$ cat src/rtl/dwconv_requant_act.sv
// ============================================================================
// dwconv_requant_act: requantizes the depthwise-conv accumulator stream to
// int16 with activation, tags it with a channel index and buffers it in a FIFO.
// Revision: 1.0
// ============================================================================
`default_nettype none

module dwconv_requant_act #(
    parameter int CHANNELS   = 256,
    parameter int CH_W       = 8,
    parameter int FIFO_DEPTH = 8
) (
    input  logic                   clk,
    input  logic                   rst_n,
    input  logic                   in_valid,
    input  logic signed [20:0]     in_sum,
    input  logic        [4:0]      cfg_shift,
    input  logic        [1:0]      cfg_act_mode,
    input  logic                   out_ready,
    output logic                   out_valid,
    output logic signed [15:0]     out_data,
    output logic        [CH_W-1:0] out_ch,
    output logic                   out_last,
    output logic                   ovf_err,
    output logic        [15:0]     sat_cnt
);

    localparam int AW = $clog2(FIFO_DEPTH);
    localparam int EW = 16 + CH_W;

    logic        [CH_W-1:0] ch_cnt;

    logic                   s1_valid;
    logic signed [20:0]     s1_x;
    logic        [4:0]      s1_shift;
    logic        [1:0]      s1_mode;
    logic        [CH_W-1:0] s1_ch;

    logic                   s2_valid;
    logic signed [21:0]     s2_r;
    logic        [1:0]      s2_mode;
    logic        [CH_W-1:0] s2_ch;

    logic                   s3_valid;
    logic signed [15:0]     s3_y;
    logic        [CH_W-1:0] s3_ch;
    logic                   s3_sat;

    logic        [4:0]      sh;
    logic signed [21:0]     x_ext;
    logic signed [21:0]     rnd;
    logic signed [21:0]     r_val;
    logic signed [15:0]     c_val;
    logic signed [15:0]     y_val;
    logic                   sat_val;

    // Round half up: add half an LSB of the result before the arithmetic shift.
    always_comb begin
        sh    = (s1_shift > 5'd20) ? 5'd20 : s1_shift;
        x_ext = {s1_x[20], s1_x};
        rnd   = (sh == 5'd0) ? 22'sd0 : (22'sd1 <<< (sh - 5'd1));
        r_val = (x_ext + rnd) >>> sh;
    end

    always_comb begin
        sat_val = 1'b0;
        if (s2_r > 22'sd32767) begin
            c_val   = 16'sh7FFF;
            sat_val = 1'b1;
        end else if (s2_r < -22'sd32768) begin
            c_val   = -16'sd32768;
            sat_val = 1'b1;
        end else begin
            c_val = s2_r[15:0];
        end
        case (s2_mode)
            2'd1:    y_val = c_val[15] ? 16'sd0 : c_val;
            2'd2:    y_val = c_val[15] ? (c_val >>> 3) : c_val;
            default: y_val = c_val;
        endcase
    end

    always_ff @(posedge clk or negedge rst_n) begin
        if (!rst_n) begin
            ch_cnt   <= '0;
            s1_valid <= 1'b0;
            s1_x     <= '0;
            s1_shift <= '0;
            s1_mode  <= '0;
            s1_ch    <= '0;
            s2_valid <= 1'b0;
            s2_r     <= '0;
            s2_mode  <= '0;
            s2_ch    <= '0;
            s3_valid <= 1'b0;
            s3_y     <= '0;
            s3_ch    <= '0;
            s3_sat   <= 1'b0;
        end else begin
            if (in_valid) begin
                ch_cnt <= (ch_cnt == CH_W'(CHANNELS - 1)) ? '0 : ch_cnt + CH_W'(1);
            end
            s1_valid <= in_valid;
            s1_x     <= in_sum;
            s1_shift <= cfg_shift;
            s1_mode  <= cfg_act_mode;
            s1_ch    <= ch_cnt;
            s2_valid <= s1_valid;
            s2_r     <= r_val;
            s2_mode  <= s1_mode;
            s2_ch    <= s1_ch;
            s3_valid <= s2_valid;
            s3_y     <= y_val;
            s3_ch    <= s2_ch;
            s3_sat   <= sat_val;
        end
    end

    logic [EW-1:0] mem [FIFO_DEPTH];
    logic [AW-1:0] wr_ptr;
    logic [AW-1:0] rd_ptr;
    logic [AW:0]   count;
    logic          full;
    logic          pop;
    logic          push;
    logic          drop;
    logic [AW-1:0] rd_next;
    logic [AW:0]   cnt_next;
    logic [EW-1:0] head_next;

    // Output registers hold the head so the last popped value stays visible.
    always_comb begin
        full      = (count == (AW + 1)'(FIFO_DEPTH));
        pop       = out_valid && out_ready;
        push      = s3_valid && (!full || pop);
        drop      = s3_valid && full && !pop;
        rd_next   = rd_ptr + AW'(pop);
        cnt_next  = count + (AW + 1)'(push) - (AW + 1)'(pop);
        head_next = (push && (wr_ptr == rd_next)) ? {s3_y, s3_ch} : mem[rd_next];
    end

    always_ff @(posedge clk) begin
        if (push) begin
            mem[wr_ptr] <= {s3_y, s3_ch};
        end
    end

    always_ff @(posedge clk or negedge rst_n) begin
        if (!rst_n) begin
            wr_ptr   <= '0;
            rd_ptr   <= '0;
            count    <= '0;
            out_data <= '0;
            out_ch   <= '0;
            ovf_err  <= 1'b0;
            sat_cnt  <= '0;
        end else begin
            if (push) begin
                wr_ptr <= wr_ptr + AW'(1);
            end
            rd_ptr <= rd_next;
            count  <= cnt_next;
            if (cnt_next != '0) begin
                {out_data, out_ch} <= head_next;
            end
            if (drop) begin
                ovf_err <= 1'b1;
            end
            if (s3_valid && s3_sat && (sat_cnt != 16'hFFFF)) begin
                sat_cnt <= sat_cnt + 16'd1;
            end
        end
    end

    assign out_valid = (count != '0);
    assign out_last  = (out_ch == CH_W'(CHANNELS - 1));

endmodule

`default_nettype wire

$ cat config.mk
export PLATFORM = sky130hd
export DESIGN_NAME = dwconv_requant_act
export DESIGN_NICKNAME = d
export VERILOG_FILES = /design/src/rtl/dwconv_requant_act.sv
export SDC_FILE = /design/constraint.sdc
export NUM_CORES = 1
export LEC_CHECK = 0
export BUFFER_PORTS_ARGS = -buffer_cell sky130_fd_sc_hd__buf_2
export CAP_MARGIN = 30
export CORE_ASPECT_RATIO = 1.75
export CORE_MARGIN = 1
export CORE_UTILIZATION = 60
export CTS_BUF_LIST = sky130_fd_sc_hd__clkbuf_2
export DETAILED_ROUTE_END_ITERATION = 12
export HOLD_SLACK_MARGIN = 0.12
export PLACE_DENSITY = 0.8
export SLEW_MARGIN = 15
export SYNTH_ARGS = -nofsm -noshare
export SYNTH_HDL_FRONTEND = slang
export SYNTH_SLANG_ARGS = --single-unit
$ cat constraint.sdc
create_clock -name clk -period 4.9 [get_ports clk]
set_clock_uncertainty 0.05 [all_clocks]
set_input_delay 1.225 -clock clk [delete_from_list [all_inputs] [get_ports clk]]
set_output_delay 1.225 -clock clk [all_outputs]
set_load 0.02 [all_outputs]
==> qor.csv <==
stage;metric;value;unit
global_routing;vias in the first global route;10730;
worst_hold_path;Hold Path Class;reg -> reg;
critical_path;FF-to-FF setup slack;490;ps
sta;highest clock rate;226.8;MHz
die;Die Ht;214.6;um
logic_synthesis;post-synth cell types;84;
clock_network;Clock Sinks;347;
power_and_ir_drop;Psw;3.328;mW
sta;Setup violations, final;0;
critical_path;Critical Path Start Type;flip-flop;
route;vias per cell;6.227;
run_status;run status;completed;
clock_network;Clock Tree Buf Depth;3;
logic_synthesis;Area contributors post-synth;edfxtp_1 (37%), dfrtp_1 (25%), mux4_2 (7.0%), ha_1 (2.7%), nand2_1 (2.5%);
clock_network;TritonCTS clock tree;built;
place;port bufs;74;
die;Die Width;123.5;um
sta;Worst Tran Pin Value;961.5;ps
logic_synthesis;syn nets;1217;
power_and_ir_drop;Clock power frac;18.7;%
global_routing;GR Overflow Total;0;
logic_synthesis;Synth area leader;edfxtp_1;
route;Via Count;10300;
place;hpwl dp;23.31;mm
sta;slew margin rel.;35.75;%
route;WL per Instance;21.71;um
global_routing;first-pass GRT wire length;56.13;mm
logic_synthesis;sequential share of the synthesized area;62.21;%
route;total wire length;35.90;mm
power_and_ir_drop;share of total power in sequential cells;45.4;%
logic_synthesis;post-synth top area share;37.19;%
layout;Syn-to-layout area delta;10.65;%
worst_hold_path;Hold Path Depth;0;
power_and_ir_drop;pwr/cell area;542.0;mW/mm^2
worst_hold_path;Worst Hold Launch;s1_ch[4];
route;post-route ant nets;0;
global_routing;largest net degree at the start of global routing;97;
critical_path;Critical R2R Capture;s2_r[12];
global_routing;initial antenna violation count;2;
sta;RSZ-0062 raised after global routing;no;
logic_synthesis;count leader, synth;edfxtp_1;
logic_synthesis;YS warnings;0;
layout;share of layout cells above drive strength 1;24.48;%
die;# rows;77;
sta;Slew Viols, Final;0;
place;routability cong.;1.005;
die;Die Area;0.02651;sq mm
critical_path;CP Class;reg -> reg;
sta;period utilization;89.99;%
critical_path;Arrival @ worst endpoint;5110;ps
die;Starting Density;61.18;%
run;max cap viols;0;
power_and_ir_drop;Leak;6.998;nW
power_and_ir_drop;worst vdd ir;0.0003350;V
critical_path;crit path capture type;flip-flop;
worst_hold_path;worst hold path endpoint;s2_ch[4];
route;DR iter-0 viols;614;
critical_path;CP max FO;10;
layout;number of fillers in the final layout;1814;
logic_synthesis;Syn Area/Cell;13.49;sq um
route;Residual DRC;0;
power_and_ir_drop;Sw Ratio;35.80;%
logic_synthesis;Post-synth ARST share;44.67;%
logic_synthesis;Cells after Synth;1149;
sta;Fin. Hold Viols;0;
sta;setup TNS;0;ps
power_and_ir_drop;Gate power share;35.9;%
sta;crit path time final;4410;ps
global_routing;Tot GR Track Use;28.82;%
logic_synthesis;dominant synthesized flop cell;edfxtp_1;
layout;register area;0.009644;sq mm
clock_network;htree depth;3;
logic_synthesis;flops & latches, synth;347;
logic_synthesis;Post-synth EDFFs;192;
die;CORE AREA;0.02534;sq mm
route;DRT Pass-1 Iters;5;
logic_synthesis;Synth top cells by count;edfxtp_1 (192), dfrtp_1 (155), nand2_1 (105);
clock_network;Num CTS Buffers;73;
power_and_ir_drop;Internal;5.969;mW
logic_synthesis;mapped cell area;0.01550;sq mm
critical_path;worst r2r path cells;13;
clock_network;Root Buffer;clkbuf_2;
clock_network;post-CTS sizing;0;
layout;Final Net Count;1348;
die;io pins;75;
clock_network;Clock Latency Late Sink;900;ps
critical_path;CP required;5600;ps
layout;area occupied by multi-input gates;0.005532;sq mm
power_and_ir_drop;Pwr Total;9.298;mW
critical_path;worst r2r src;s1_shift[4];
clock_network;Worst-path clk slew;120;ps
## sequential cells by signal, summed over array words and instances, names as in the netlist, 2 cells and up
| signal | flops |
|---|---|
| mem | 192 |
| s2_r | 22 |
| s1_x | 21 |
| out_data | 16 |
| s3_y | 16 |
| sat_cnt | 16 |
| ch_cnt | 8 |
| out_ch | 8 |
| s1_ch | 8 |
| s2_ch | 8 |
| s3_ch | 8 |
| s1_shift | 5 |
| count | 4 |
| rd_ptr | 3 |
| wr_ptr | 3 |
| s1_mode | 2 |
| s2_mode | 2 |
## worst max-delay path: stages, from the launching register on
cell      delay (ps)
dfrtp_1          510
nor2_1           280
nand2_1          300
nor3b_1          300
ha_1             330
a21o_1           240
a31o_2           290
o2111a_1         320
o21ai_1          280
nand3_1          110
nor3b_1          160
a211o_1          350
a311oi_1         560
o21ai_0          200
## cell families after synthesis
family / after synthesis / synth area share, %
xor+xnor: 40 / 2.381
other cells: 1 / 0.02419
buf+inv: 101 / 2.680
flops: 347 / 62.21
compound gates: 244 / 11.10
simple gates: 291 / 8.733
fa+ha+maj: 36 / 3.002
mux: 89 / 9.871
## per-stage QoR
stage	std cells	setup WS, ps	instance area (sq um)	hold slack [ps]	util (%)
2_1_floorplan	1149	819.8	15500	281.2	-
3_3_place_gp	1517	773.8	16410	283.0	64.75
3_5_place_dp	1517	643.9	16410	284.7	64.75
4_1_cts	1648	681.0	17070	266.6	67.37
5_1_grt	1654	309.8	17150	276.0	67.70
6_report	1654	490.4	17150	287.0	67.70
## worst max-delay path by stage
| stage | from | endpoint | slack [ps] | cells past startpoint |
|---|---|---|---|---|
| floorplan | out_ready | out_data[0] | 820 | 16 |
| global route | s1_shift[4] | s2_r[12] | 310 | 13 |
| CTS | s1_shift[4] | s2_r[1] | 680 | 13 |
| global placement | s1_shift[4] | s2_r[5] | 770 | 13 |
| finish | s1_shift[4] | s2_r[12] | 490 | 13 |
| detailed placement | out_ready | out_data[14] | 640 | 15 |
## routing by layer
metal | track usage [%] | wire [um] | vias up
li1 | - | - | 4647
met1 | 30.24 | 12230 | 5035
met2 | 50.35 | 19240 | 468
met3 | 5.691 | 2101 | 149
met4 | 20.24 | 2339 | 0
met5 | 0 | 0 | -
## area by class of cell
| cell class | count | area share, % |
|---|---|---|
| repair buffers | 111 | 4.311 |
| clock buffers | 113 | 3.297 |
| inverters | 46 | 1.007 |
| clock inverters | 18 | 0.5835 |
| flip-flops and latches | 347 | 56.22 |
| well taps | 316 | 2.305 |
| diodes | 2 | 0.02918 |
| multi-input cells | 701 | 32.25 |
## layout by cell type (no fill, tap or decap), drive strengths merged, types with 27 or more instances in the layout
master,instances
mux4,48
buf,110
clkbuf,113
inv,48
ha,34
mux2i,33
edfxtp,192
xnor2,27
dfrtp,155
o21ai,69
nand2,105
o211ai,36
a21oi,40
nor2,84
## repair_timing
item	CTS	global route
endpoints found under the setup margin	0	0
hold endpoints to repair	0	9
hold buffers	0	1
setup buffers	0	0
## power groups by stage
stage | logic [mW] | registers, mW | clock network, mW
after floorplan | 2.29 | 4.30 | 0
after global placement | 3.21 | 4.24 | 0
after detailed placement | 3.33 | 4.29 | 0
after CTS | 3.36 | 4.22 | 1.79
after global routing | 3.65 | 4.30 | 1.92
final | 3.33 | 4.22 | 1.74
(Power assumes the default switching activity.)
